<file path="config.mk">
export PLATFORM = sky130hd
export DESIGN_NAME = rsa_operand_loader_flat
export DESIGN_NICKNAME = d
export VERILOG_FILES = /design/src/rtl/rsa_pkg.sv /design/src/rtl/rsa_operand_loader_if.sv /design/src/rtl/rsa_skid_fifo.sv /design/src/rtl/rsa_operand_loader.sv /design/src/flat_wrapper.sv
export SDC_FILE = /design/constraint.sdc
export NUM_CORES = 1
export LEC_CHECK = 0
export BUFFER_PORTS_ARGS = -buffer_cell sky130_fd_sc_hd__buf_2
export CAP_MARGIN = 20
export CORE_AREA = 2 2 115 89
export DETAILED_ROUTE_END_ITERATION = 7
export DIE_AREA = 0 0 117 91
export PLACE_DENSITY = 0.82
export SYNTH_ARGS = -nofsm -noshare
export SYNTH_HDL_FRONTEND = slang
export SYNTH_SLANG_ARGS = --single-unit
</file>
<file path="constraint.sdc">
create_clock -name clk -period 6.8 [get_ports clk]
set_input_delay 1.02 -clock clk [delete_from_list [all_inputs] [get_ports clk]]
set_output_delay 1.02 -clock clk [all_outputs]
set_load 0.05 [all_outputs]
</file>
<file path="src/rtl/rsa_pkg.sv">
// -----------------------------------------------------------------------------
// rsa_pkg
// Shared definitions for the RSA operand loader: segment tags, segment
// geometry and base addresses in the input SRAM, and the loader FSM state type.
// -----------------------------------------------------------------------------
package rsa_pkg;

    // Segment geometry of the input SRAM image.
    localparam int SEG_WORDS    = 64;
    localparam int SEG_COUNT    = 3;

    // Base word address of each segment.
    localparam int SEG_BASE_MSG = 0;
    localparam int SEG_BASE_KEY = SEG_WORDS;
    localparam int SEG_BASE_MOD = 2 * SEG_WORDS;

    // Segment tag carried with every operand word.
    typedef enum logic [1:0] {
        SEG_MSG = 2'd0,
        SEG_KEY = 2'd1,
        SEG_MOD = 2'd2
    } seg_e;

    // Loader control states.
    typedef enum logic [1:0] {
        ST_IDLE  = 2'd0,
        ST_FETCH = 2'd1,
        ST_DRAIN = 2'd2,
        ST_DONE  = 2'd3
    } ld_state_e;

endpackage

</file>
<file path="src/rtl/rsa_operand_loader_if.sv">
// -----------------------------------------------------------------------------
// rsa_operand_loader_if
// Groups the SRAM read port and the operand stream toward the RSA core.
//   sram_en / sram_addr   : read request (loader -> SRAM)
//   sram_data             : read data, one cycle after sram_en (SRAM -> loader)
//   out_valid/out_ready   : operand stream handshake
//   out_data/out_seg/out_idx/out_last : operand word and its tag
// Modports:
//   master : the loader
//   slave  : the SRAM + RSA core side
// -----------------------------------------------------------------------------
interface rsa_operand_loader_if #(
    parameter int DATA_W = 32,
    parameter int ADDR_W = 8,
    parameter int IDX_W  = 6
);
    logic              sram_en;
    logic [ADDR_W-1:0] sram_addr;
    logic [DATA_W-1:0] sram_data;
    logic              out_valid;
    logic              out_ready;
    logic [DATA_W-1:0] out_data;
    logic [1:0]        out_seg;
    logic [IDX_W-1:0]  out_idx;
    logic              out_last;

    modport master (
        output sram_en, sram_addr,
        input  sram_data,
        output out_valid, out_data, out_seg, out_idx, out_last,
        input  out_ready
    );

    modport slave (
        input  sram_en, sram_addr,
        output sram_data,
        input  out_valid, out_data, out_seg, out_idx, out_last,
        output out_ready
    );
endinterface

</file>
<file path="src/rtl/rsa_skid_fifo.sv">
// -----------------------------------------------------------------------------
// rsa_skid_fifo
// Two-entry fall-through FIFO for tagged operand words.
// When empty, a pushed word is presented on the head in the same cycle, so a
// word returning from the SRAM can be consumed without an extra register stage.
// Ports:
//   clk, rst    : clock, asynchronous active-high reset (flushes the FIFO)
//   i_push/i_din: write strobe and payload
//   i_pop       : consume head (caller only pops when o_valid)
//   o_valid     : head holds a word (stored or bypassing)
//   o_head      : head payload, zero when nothing is valid
//   o_count     : number of stored entries (0..2)
// -----------------------------------------------------------------------------
module rsa_skid_fifo #(
    parameter int W = 8
) (
    input  logic         clk,
    input  logic         rst,
    input  logic         i_push,
    input  logic [W-1:0] i_din,
    input  logic         i_pop,
    output logic         o_valid,
    output logic [W-1:0] o_head,
    output logic [1:0]   o_count
);
    logic [W-1:0] r_mem [2];
    logic         r_rd;
    logic         r_wr;
    logic [1:0]   r_cnt;

    logic w_empty;
    logic w_bypass;
    logic w_wr;
    logic w_rd;

    assign w_empty  = (r_cnt == 2'd0);
    // Word arriving into an empty FIFO and taken the same cycle never lands.
    assign w_bypass = i_push && i_pop && w_empty;
    assign w_wr     = i_push && !w_bypass;
    assign w_rd     = i_pop && !w_empty;

    assign o_valid  = !w_empty || i_push;
    assign o_head   = !w_empty ? r_mem[r_rd] : (i_push ? i_din : '0);
    assign o_count  = r_cnt;

    always_ff @(posedge clk or posedge rst) begin
        if (rst) begin
            r_rd  <= 1'b0;
            r_wr  <= 1'b0;
            r_cnt <= 2'd0;
        end else begin
            if (w_wr) r_wr <= ~r_wr;
            if (w_rd) r_rd <= ~r_rd;
            r_cnt <= r_cnt + 2'(w_wr) - 2'(w_rd);
        end
    end

    // Storage needs no reset: it is only observed when r_cnt is non-zero.
    always_ff @(posedge clk) begin
        if (w_wr) r_mem[r_wr] <= i_din;
    end
endmodule

</file>
<file path="src/rtl/rsa_operand_loader.sv">
// -----------------------------------------------------------------------------
// rsa_operand_loader
// Streams the MSG, KEY and MOD segments out of the input SRAM (ascending word
// addresses) to the modular-exponentiation core over valid/ready. Absorbs the
// one-cycle SRAM read latency and downstream backpressure through a 2-entry
// skid FIFO; a read is issued only if its word is guaranteed a FIFO slot.
// Ports:
//   clk, rst  : clock, asynchronous active-high reset
//   start     : begin a load (accepted in IDLE only)
//   busy      : load in progress (FETCH/DRAIN)
//   done      : one-cycle pulse after the last MOD word is accepted
//   checksum  : XOR of all accepted words (only with RSA_LOADER_CHECKSUM_EN)
//   bus       : SRAM read port + operand stream (master modport)
// Build option: define RSA_LOADER_CHECKSUM_EN to add the checksum port/logic.
// -----------------------------------------------------------------------------
module rsa_operand_loader
    import rsa_pkg::*;
#(
    parameter int DATA_W    = 32,
    parameter int ADDR_W    = 8,
    parameter int SEG_WORDS = rsa_pkg::SEG_WORDS,
    parameter int SEG_COUNT = rsa_pkg::SEG_COUNT
) (
    input  logic              clk,
    input  logic              rst,
    input  logic              start,
    output logic              busy,
    output logic              done,
`ifdef RSA_LOADER_CHECKSUM_EN
    output logic [DATA_W-1:0] checksum,
`endif
    rsa_operand_loader_if.master bus
);
    localparam int IDX_W = $clog2(SEG_WORDS);
    localparam int ENT_W = DATA_W + 2 + IDX_W + 1;
    localparam logic [ADDR_W-1:0] LAST_ADDR = ADDR_W'(SEG_COUNT * SEG_WORDS - 1);
    localparam logic [1:0]        LAST_SEG  = 2'(SEG_COUNT - 1);

    ld_state_e         r_state;
    ld_state_e         w_state_nxt;

    logic [ADDR_W-1:0] r_cnt;
    logic              r_inflight;
    logic [1:0]        r_if_seg;
    logic [IDX_W-1:0]  r_if_idx;
    logic              r_if_last;

    logic              w_start_acc;
    logic              w_issue;
    logic              w_pop;
    logic              w_final_pop;
    logic [2:0]        w_occ;
    logic [1:0]        w_fifo_cnt;
    logic              w_valid;
    logic [ENT_W-1:0]  w_push_ent;
    logic [ENT_W-1:0]  w_head;
    logic [DATA_W-1:0] w_head_data;
    logic [1:0]        w_head_seg;
    logic [IDX_W-1:0]  w_head_idx;
    logic              w_head_last;
    logic [1:0]        w_rd_seg;
    logic [IDX_W-1:0]  w_rd_idx;

    // ---------------------------------------------------------------- control
    assign w_start_acc = (r_state == ST_IDLE) && start;
    assign w_pop       = w_valid && bus.out_ready;

    // Slots committed after this cycle: stored + returning - leaving.
    // Underflow is impossible since a pop needs a stored or returning word.
    assign w_occ   = {1'b0, w_fifo_cnt} + {2'b00, r_inflight} - {2'b00, w_pop};
    assign w_issue = (r_state == ST_FETCH) && (w_occ < 3'd2);

    assign w_final_pop = w_pop && w_head_last && (w_head_seg == LAST_SEG);

    always_ff @(posedge clk or posedge rst) begin
        if (rst) r_state <= ST_IDLE;
        else     r_state <= w_state_nxt;
    end

    always_comb begin
        w_state_nxt = r_state;
        case (r_state)
            ST_IDLE:  if (start) w_state_nxt = ST_FETCH;
            ST_FETCH: if (w_issue && (r_cnt == LAST_ADDR)) w_state_nxt = ST_DRAIN;
            // The final MOD word is the last one in flight, so its acceptance
            // means the FIFO and the read pipe are both empty.
            ST_DRAIN: if (w_final_pop) w_state_nxt = ST_DONE;
            ST_DONE:  w_state_nxt = ST_IDLE;
            default:  w_state_nxt = ST_IDLE;
        endcase
    end

    assign busy = (r_state == ST_FETCH) || (r_state == ST_DRAIN);
    assign done = (r_state == ST_DONE);

    // ------------------------------------------------------------ read issue
    // Counter stops on the last address so sram_addr holds after the load.
    always_ff @(posedge clk or posedge rst) begin
        if (rst) begin
            r_cnt <= '0;
        end else if (w_start_acc) begin
            r_cnt <= '0;
        end else if (w_issue && (r_cnt != LAST_ADDR)) begin
            r_cnt <= r_cnt + ADDR_W'(1);
        end
    end

    assign w_rd_seg = 2'(r_cnt >> IDX_W);
    assign w_rd_idx = r_cnt[IDX_W-1:0];

    // Tag of the read whose data returns next cycle.
    always_ff @(posedge clk or posedge rst) begin
        if (rst) begin
            r_inflight <= 1'b0;
            r_if_seg   <= 2'd0;
            r_if_idx   <= '0;
            r_if_last  <= 1'b0;
        end else begin
            r_inflight <= w_issue;
            if (w_issue) begin
                r_if_seg  <= w_rd_seg;
                r_if_idx  <= w_rd_idx;
                r_if_last <= &w_rd_idx;
            end
        end
    end

    assign bus.sram_en   = w_issue;
    assign bus.sram_addr = r_cnt;

    // ------------------------------------------------------------- skid FIFO
    assign w_push_ent = {bus.sram_data, r_if_seg, r_if_idx, r_if_last};

    rsa_skid_fifo #(
        .W (ENT_W)
    ) u_fifo (
        .clk     (clk),
        .rst     (rst),
        .i_push  (r_inflight),
        .i_din   (w_push_ent),
        .i_pop   (w_pop),
        .o_valid (w_valid),
        .o_head  (w_head),
        .o_count (w_fifo_cnt)
    );

    assign {w_head_data, w_head_seg, w_head_idx, w_head_last} = w_head;

    assign bus.out_valid = w_valid;
    assign bus.out_data  = w_head_data;
    assign bus.out_seg   = w_head_seg;
    assign bus.out_idx   = w_head_idx;
    assign bus.out_last  = w_head_last;

    // -------------------------------------------------------------- checksum
`ifdef RSA_LOADER_CHECKSUM_EN
    logic [DATA_W-1:0] r_checksum;

    always_ff @(posedge clk or posedge rst) begin
        if (rst) begin
            r_checksum <= '0;
        end else if (w_start_acc) begin
            r_checksum <= '0;
        end else if (w_pop) begin
            r_checksum <= r_checksum ^ w_head_data;
        end
    end

    assign checksum = r_checksum;
`else
    // No running checksum in this build.
`endif

endmodule

</file>
<file path="src/flat_wrapper.sv">
// flat-port wrapper written by rule: the top's interface ports become plain ports
module rsa_operand_loader_flat import rsa_pkg::*;
#(
    parameter int DATA_W    = 32,
    parameter int ADDR_W    = 8,
    parameter int SEG_WORDS = rsa_pkg::SEG_WORDS,
    parameter int SEG_COUNT = rsa_pkg::SEG_COUNT
)
  (clk, rst, start, busy, done, bus_sram_en, bus_sram_addr, bus_sram_data, bus_out_valid, bus_out_data, bus_out_seg, bus_out_idx, bus_out_last, bus_out_ready);
  rsa_operand_loader_if #(.DATA_W(DATA_W), .ADDR_W(ADDR_W)) bus_i ();
  input  logic clk;
  input  logic rst;
  input  logic start;
  output logic busy;
  output logic done;
  output wire logic [$bits(bus_i.sram_en)-1:0] bus_sram_en;
  output wire logic [$bits(bus_i.sram_addr)-1:0] bus_sram_addr;
  input wire logic [$bits(bus_i.sram_data)-1:0] bus_sram_data;
  output wire logic [$bits(bus_i.out_valid)-1:0] bus_out_valid;
  output wire logic [$bits(bus_i.out_data)-1:0] bus_out_data;
  output wire logic [$bits(bus_i.out_seg)-1:0] bus_out_seg;
  output wire logic [$bits(bus_i.out_idx)-1:0] bus_out_idx;
  output wire logic [$bits(bus_i.out_last)-1:0] bus_out_last;
  input wire logic [$bits(bus_i.out_ready)-1:0] bus_out_ready;
  assign bus_sram_en = bus_i.sram_en;
  assign bus_sram_addr = bus_i.sram_addr;
  assign bus_i.sram_data = bus_sram_data;
  assign bus_out_valid = bus_i.out_valid;
  assign bus_out_data = bus_i.out_data;
  assign bus_out_seg = bus_i.out_seg;
  assign bus_out_idx = bus_i.out_idx;
  assign bus_out_last = bus_i.out_last;
  assign bus_i.out_ready = bus_out_ready;
  rsa_operand_loader #(.DATA_W(DATA_W), .ADDR_W(ADDR_W), .SEG_WORDS(SEG_WORDS), .SEG_COUNT(SEG_COUNT)) u_core (.clk(clk), .rst(rst), .start(start), .busy(busy), .done(done), .bus(bus_i));
endmodule
</file>
Word-level counts from Yosys, hierarchy flattened
Memory sizes are Yosys's and may differ from the RTL's.
Index checks and enable logic that the tools add are counted.
W data, S select, Z words.
{"block": "op_classes", "add_sub_neg": 5, "order_cmp": 1, "eq_ne": 9, "muxes": 10, "bitwise": 2, "n_reduce_logical": 20}
{"op": "$mux W41", "n": 2}
{"op": "$mux W8", "n": 2}
{"op": "$logic_and A1 B1 Y1", "n": 11}
{"op": "$add A8 B1 Y8 const B", "n": 1}
{"op": "$eq A8 B8 Y1 const B", "n": 1}
{"op": "$ne A8 B8 Y1 const B", "n": 1}
{"op": "$pmux W2 S4", "n": 1}
{"op": "$eq A2 B2 Y1 const B", "n": 3}
{"op": "$mux W2", "n": 3}
{"op": "$reduce_and A6 Y1", "n": 1}
{"op": "$logic_not A2 Y1", "n": 2}
{"op": "$ne A2 B1 Y1 const B", "n": 2}
{"op": "$add A2 B1 Y3", "n": 1}
{"op": "$lt A3 B2 Y1 const B", "n": 1}
{"op": "$reduce_and A3 Y1", "n": 1}
{"op": "$sub A3 B1 Y3", "n": 1}
{"op": "$add A2 B1 Y2", "n": 1}
{"op": "$eq A2 B1 Y1 const B", "n": 1}
{"op": "$logic_not A1 Y1", "n": 2}
{"op": "$logic_or A1 B1 Y1", "n": 2}
{"op": "$mux W1", "n": 2}
{"op": "$ne A2 B2 Y1 const B", "n": 1}
{"op": "$not A1 Y1", "n": 2}
{"op": "$reduce_bool A2 Y1", "n": 1}
{"op": "$sub A2 B1 Y2", "n": 1}
{"block": "totals", "regBits": 24, "mem_bits_rw": 82, "input_bits": 36, "output_inout_bits": 53, "memories": 1}
{"name": "u_core.u_fifo.r_mem", "depth": 2, "width": 41, "rd": 1, "rd_ports_with_merged_regs": 0, "write_ports": 1, "line": "rsa_skid_fifo.sv:26", "source": "logic [W-1:0] r_mem [2];"}

Logic depth before layout (Yosys ltp)
Gate-level depths: netlist of the first run.
{"block": "logic_depth", "ltp_word": 10, "ltp_mapped": 14, "depth_no_buf": 11}

Modules after synthesis
A second synthesis of the first run with hierarchy kept.
{"block": "unflattened", "hier_cells": 365, "area_unflattened_um2": 4971.0}
{"module": "rsa_skid_fifo", "instances": 1, "cells_per_inst": 253, "area_each_um2": 3918.8, "seq_area_each_um2": 2562.5}
{"module": "rsa_operand_loader", "instances": 1, "cells_per_inst": 112, "area_each_um2": 1052.3, "seq_area_each_um2": 500.5}

Least setup slack after synthesis of the first run
Ideal clock, no wire load.
{"block": "synth_timing", "path_kind": "register to output", "from": "reg u_core.u_fifo.r_cnt[1], in the netlist u_core.u_fifo.o_count[1]", "to": "out bus_sram_en", "arrival_ns": 3.773, "required_time_ns": 5.780, "path_slack_ns": 2.007, "stages_incl_launch_ff": 13, "cell_sequence": "dfrtp_1 nor2_1 clkbuf_1 nand2_1 and2_1 ha_1 nand2b_1 fa_1 xor2_1 or2_1 clkbuf_1 inv_1 clkbuf_1"}
{"block": "synth_via", "elab_chain_cells": 7}
{"item": "from (decl)", "line": "rsa_skid_fifo.sv:29", "source": "logic [1:0] r_cnt;"}
{"item": "from (signal assigned)", "line": "rsa_skid_fifo.sv:54", "source": "r_cnt <= r_cnt + 2'(w_wr) - 2'(w_rd);"}
{"item": "$logic_not A2 Y1", "line": "rsa_skid_fifo.sv:36", "source": "assign w_empty = (r_cnt == 2'd0);"}
{"item": "$logic_not A1 Y1"}
{"item": "$logic_or A1 B1 Y1", "line": "rsa_skid_fifo.sv:42", "source": "assign o_valid = !w_empty || i_push;"}
{"item": "named net bus_out_valid", "line": "flat_wrapper.sv:19", "source": "output wire logic [$bits(bus_i.out_valid)-1:0] bus_out_valid;"}
{"item": "$logic_and A1 B1 Y1", "line": "rsa_operand_loader.sv:66", "source": "assign w_pop = w_valid && bus.out_ready;"}
{"item": "$sub A3 B1 Y3", "line": "rsa_operand_loader.sv:70", "source": "assign w_occ = {1'b0, w_fifo_cnt} + {2'b00, r_inflight} - {2'b00, w_pop};"}
{"item": "$lt A3 B2 Y1", "line": "rsa_operand_loader.sv:71", "source": "assign w_issue = (r_state == ST_FETCH) && (w_occ < 3'd2);"}
{"item": "$logic_and A1 B1 Y1", "line": "rsa_operand_loader.sv:71"}
{"item": "to (decl)", "line": "flat_wrapper.sv:16", "source": "output wire logic [$bits(bus_i.sram_en)-1:0] bus_sram_en;"}
The timed path passes the listed nets, and every way through them passes these cells.

Worst setup path in the final report of the first run
{"block": "layout_timing", "from": "reg u_core.u_fifo.r_cnt[1], in the netlist u_core.u_fifo.o_count[1]", "to": "out bus_sram_en"}
{"block": "layout_via", "elab_chain_cells": 7}
{"item": "$logic_not A2 Y1", "line": "rsa_skid_fifo.sv:36"}
{"item": "$logic_not A1 Y1"}
{"item": "$logic_or A1 B1 Y1", "line": "rsa_skid_fifo.sv:42"}
{"item": "$logic_and A1 B1 Y1", "line": "rsa_operand_loader.sv:66"}
{"item": "$sub A3 B1 Y3 *", "line": "rsa_operand_loader.sv:70"}
{"item": "$lt A3 B2 Y1 *", "line": "rsa_operand_loader.sv:71"}
{"item": "$logic_and A1 B1 Y1 *", "line": "rsa_operand_loader.sv:71"}
Mark *: on every way between the ends. The rest lies on a longest branch, timed or not.

==> results of run 1 <==
## flip-flops by register name, indices dropped and copies added, names as in the netlist
name,flops
u_core.u_fifo.r_mem,82
u_core.bus.sram_addr,8
u_core.r_if_idx,6
u_core.r_if_seg,2
u_core.r_state,2
u_core.u_fifo.o_count,2
u_core.r_if_last,1
u_core.r_inflight,1
u_core.u_fifo.r_rd,1
u_core.u_fifo.r_wr,1
## final cells by class
cell class | instances | share of cell area
inverters | 8 | 0.00546
well taps | 132 | 0.0300
flip-flops and latches | 106 | 0.557
repair buffers | 92 | 0.0856
clock buffers | 10 | 0.0416
clock inverters | 6 | 0.00728
multi-input cells | 225 | 0.273
## how the worst max path moves through the flow
stage / start / cells past startpoint / slack, ns / endpoint
2_1_floorplan: u_core.u_fifo.o_count[1] / 12 / 2.01 / bus_sram_en
3_3_place_gp: u_core.u_fifo.o_count[1] / 11 / 2.23 / bus_sram_en
3_5_place_dp: u_core.u_fifo.o_count[1] / 11 / 1.99 / bus_sram_en
4_1_cts: u_core.u_fifo.o_count[1] / 11 / 1.61 / bus_sram_en
5_1_grt: u_core.u_fifo.o_count[1] / 11 / 1.22 / bus_sram_en
6_report: u_core.u_fifo.o_count[1] / 11 / 1.58 / bus_sram_en
## cell families (layout without fill, tap and decap cells)
group	Yosys count	in the layout	share of synthesized area
buffers and inverters	32	116	0.0260
AO/OA/AOI/OAI	59	59	0.0713
flip-flops	106	106	0.656
XOR/XNOR	6	6	0.0113
multiplexers	43	43	0.0928
adder cells (fa/ha/maj)	11	11	0.0311
AND/OR/NAND/NOR	106	106	0.111
## per-layer routing
metal	up-vias	global-route usage	part of all wire
met1	1470	0.238	0.45
met3	7	0.0527	0.064
met5	-	0	0
li1	1499	-	-
met2	97	0.282	0.48
met4	0	0.0490	0.0079
## layout by cell type (no fill, tap or decap), types with 4 or more instances in the layout
cell and instances:
a21oi_1 8, buf_2 88, buf_4 4, clkbuf_16 9, dfrtp_1 23, edfxtp_1 82
ha_1 10, inv_1 8, mux2i_1 41, nand2_1 33, nand3_1 43, nor2_1 7
o21ai_0 42, xnor2_1 4
## per-stage QoR
stage | cells | utilization
final | 579 | 0.579
after floorplan | 363 | -
after CTS | 579 | 0.579
after detailed placement | 563 | 0.550
after global routing | 579 | 0.579
after global placement | 563 | 0.550
==> impl_metrics.yaml, run 1 <==
floorplan:
  die_h_um: 91
  start_util: 0.491
  fp-row-count: 31
  die_w_um: 117
  coreArea_um2: 9500
  io_pins: 89
  die_area_um2: 10600
synth:
  ys_seq_area_frac: 0.656
  yosysTopAreaCellShare: 0.528
  syn_inst: 363
  synth_nets: 410
  synth_ff_type: "edfxtp_1"
  synthTopCellsByCount: "edfxtp_1, nand3_1, o21ai_0"
  yosys-top-cells-area: "edfxtp_1, dfrtp_1, mux2i_1, nand3_1, o21ai_0"
  synth_top_area_cell: "edfxtp_1"
  yosysWarnings: 0
  netlist_area_um2: 4670
  ys_async_sr_fraction: 0.226
  yosys.cell_types.count: 39
  synth_edf_count: 82
  synth_area_per_cell_um2: 12.9
  synth-seq-cells: 106
  yosysMostFrequentCell: "edfxtp_1"
timing:
  whs_ns: 0.508
  min_period_ns: 5.22
  report.final.slew_viol_count: 0
  tightest_slew_ns: 0.994
  fin_setup_tns_ns: 0
  max_freq_mhz: 192
  fin_ws_ns: 1.58
  fin_skew_ns: 0.00455
  setup_violations: 0
  hold_viol: 0
  rsz0062_at_grt: "no"
  slew_headroom: 0.337
  finalCritPeriodShare: 0.767
global_route:
  overflow: 0
  grt_pass1_vias: 2984
  antenna_found_initial: 0
  grt_usage: 0.177
  grt_pass1_wl_mm: 14.5
  grt_max_degree: 81
clock_tree:
  cts-buffers-inserted: 9
  cts_setup_buffers: 0
  ctsLongestPathBuffers: 2
  cts_resized: 0
  clk_latency_ns: 0.34
  cts_tree: "yes"
  clk_pin_slew_ns: 0.07
  cts-root-buf: "clkbuf_16"
  postCtsHoldBufs: 0
  cts_sinks: 106
  cts.htree.levels: 3
critical_path:
  regToRegStartpoint: "u_core.u_fifo.o_count[1]"
  start_kind: "register"
  rr_worst_depth: 12
  r2r_end: "u_core.bus.sram_addr[5]"
  end_kind: "primary output"
  cp.required_ns: 5.78
  worstPathArrival_ns: 4.20
  worstSetupPathType: "reg -> out"
  critPathBufInv: 3
  cp_top_family: "simple AND/OR/NAND/NOR gates"
  ff2ff_setup_slack_ns: 2.86
  worst-path-max-fanout: 80
  max_stage_delay_ns: 0.53
  crit_chain: "nor2_4 -> buf_4 -> nand2_1 -> and2_1 -> ha_1 -> nand2b_1 -> fa_1 -> xor2_1 -> or2_1 -> inv_1 -> buf_2"
  slowest_stage: "buf_4"
place:
  placed_cell_area_um2: 5230
  dp_hpwl_mm: 6.00
  place_congestion: 0.857
  dp_slack_ns: 1.99
  io_buffers: 88
final_layout:
  seqCellArea_um2: 3060
  finish.instance_area_um2: 5500
  layout-drive-gt1-share: 0.257
  syn_to_final_growth_pct: 17.8
  n_fill_cell: 779
  antenna_cells: 0
  multiInputGateArea_um2: 1500
  finalNetCount: 489
min_path:
  hold_class: "reg -> reg"
  min_to: "u_core.u_fifo.r_mem[1][3]"
  worstHoldStart: "u_core.r_if_idx[2]"
  hold_path_depth: 0
routing:
  num_vias: 3073
  viasPerCell: 5.31
  routed_wl_mm: 9.30
  wl_per_cell_um: 16.1
  ant_nets: 0
  drt_iter0_markers: 217
  drc: 0
  dr.pass1.iters: 5
status:
  outcome: "finished, final reports clean"
flow_run:
  drv_cap: 0
Power of run 1 is not shown: default switching activity piles up to over one toggle a cycle in this logic, so the estimate is an artifact.
==> run 2, diff against run 1 <==
clock period = 5.15 ns   (was 6.8 ns; I/O delays follow)
==> impl_metrics.yaml, run 2 (synthesis gave the netlist of run 1 again) <==
clock_tree:
  cts_tree: "yes"
  cts-buffers-inserted: 9
  postCtsHoldBufs: 0
  cts_setup_buffers: 0
  cts_sinks: 106
  cts-root-buf: "clkbuf_16"
  clk_pin_slew_ns: 0.07
  cts_resized: 0
  clk_latency_ns: 0.33
  cts.htree.levels: 3
  ctsLongestPathBuffers: 2
global_route:
  antenna_found_initial: 0
  use_met3: 0.0534
  grt_max_degree: 80
  grtUsageMet2: 0.275
  busiest_layer: "met2"
  grt_pass1_vias: 2844
  grt_usage: 0.174
  grt_pass1_wl_mm: 14.5
  met1_usage: 0.241
  overflow: 0
timing:
  rsz0062_at_grt: "no"
  max_freq_mhz: 239
  min_period_ns: 4.19
  slew_headroom: 0.355
  finalCritPeriodShare: 0.814
  fin_setup_tns_ns: 0
  tightest_slew_ns: 0.968
  report.final.slew_viol_count: 0
  setup_violations: 0
  hold_viol: 0
  fin_skew_ns: 0.00497
flow_run:
  drv_cap: 0
place:
  place_congestion: 0.830
  dp_hpwl_mm: 5.91
  placed_cells: 563
  io_buffers: 88
final_layout:
  finalNetCount: 489
  regMostFlops: "u_core.u_fifo.r_mem"
  antenna_cells: 0
  layout_common_cells: "buf_2, edfxtp_1, nand3_1, o21ai_0, mux2i_1"
  stdcell_count: 579
  largest_reg_flops: 82
  layout-drive-gt1-share: 0.257
  syn_to_final_growth_pct: 18.0
  mostFrequentLayoutCell: "buf_2"
routing:
  routed_wl_mm: 9.09
  num_vias: 3096
  drc: 0
  dr.pass1.iters: 4
  wl_per_cell_um: 15.7
  ant_nets: 0
  viasPerCell: 5.35
  drt_iter0_markers: 222
critical_path:
  rr_worst_depth: 11
  crit_end: "bus_sram_en"
  crit_chain: "nor2_4 -> nand2_1 -> and2_1 -> ha_1 -> nand2b_1 -> fa_1 -> xor2_1 -> or2_1 -> inv_1 -> buf_2"
  worstSetupPathType: "reg -> out"
  cp.required_ns: 4.38
  ff2ff_setup_slack_ns: 2.00
  regToRegStartpoint: "u_core.u_fifo.o_count[1]"
  r2r_end: "u_core.bus.sram_addr[1]"
  crit_start: "u_core.u_fifo.o_count[1]"
  start_kind: "register"
  worstPathArrival_ns: 3.42
  max_stage_delay_ns: 0.52
  end_kind: "primary output"
  worst-path-max-fanout: 20
  slowest_stage: "or2_1"
floorplan:
  die_h_um: 91
  die_area_um2: 10600
  coreArea_um2: 9500
  fp-row-count: 31
  start_util: 0.491
  io_pins: 89
  die_w_um: 117
min_path:
  hold_class: "reg -> reg"
status:
  outcome: "finished, final reports clean"
run 2: cell count changes in the layout (fill, tap and decap cells not counted), sizes merged:
cell and change:
clkbuf -1, clkinvlp +1
run 2: metal layers:
layer	up-vias	wire length [um]
met3	7	516
met5	-	0
met4	0	63
met1	1496	4190
met2	88	4320
li1	1505	-
run 2: per-stage QoR:
step	hold WS, ns	area (um2)	util	setup slack [ns]
2_1_floorplan	0.460	4670	-	0.604
3_3_place_gp	0.485	5230	0.550	1.24
3_5_place_dp	0.499	5230	0.550	1.13
4_1_cts	0.518	5510	0.580	0.956
5_1_grt	0.530	5510	0.580	0.657
6_report	0.513	5510	0.580	0.960
run 2: layout make-up:
| type | count | area, um2 |
|---|---|---|
| fill | 775 | 4000 |
| timing repair buffer | 92 | 470 |
| inverter | 8 | 30.0 |
| sequential | 106 | 3060 |
| tap | 132 | 165 |
| multi-input combinational | 225 | 1500 |
| clock buffer | 9 | 225 |
| clock inverter | 7 | 53.8 |
run 2: critical path: cells and delay by family, from the launching register on:
kind                     cells  cell delay (ns)
flip-flops                   1             0.48
AND/OR/NAND/NOR              5             1.05
adder cells (fa/ha/maj)      2             0.64
XOR/XNOR                     1             0.26
buffers and inverters        2             0.64
run 2: worst min-delay path by stage:
stage                             from                         to  slack [ns]  cells past startpoint
global route        u_core.r_if_idx[1]  u_core.u_fifo.r_mem[1][2]        0.53                      0
global placement    u_core.r_if_idx[4]  u_core.u_fifo.r_mem[1][5]        0.48                      0
CTS                 u_core.r_if_seg[1]  u_core.u_fifo.r_mem[1][8]        0.52                      0
detailed placement  u_core.r_if_idx[4]  u_core.u_fifo.r_mem[1][5]        0.50                      0
floorplan           u_core.u_fifo.r_wr         u_core.u_fifo.r_wr        0.46                      1
finish              u_core.r_if_idx[1]  u_core.u_fifo.r_mem[1][2]        0.51                      0
Power of run 2 is left out for the same reason.
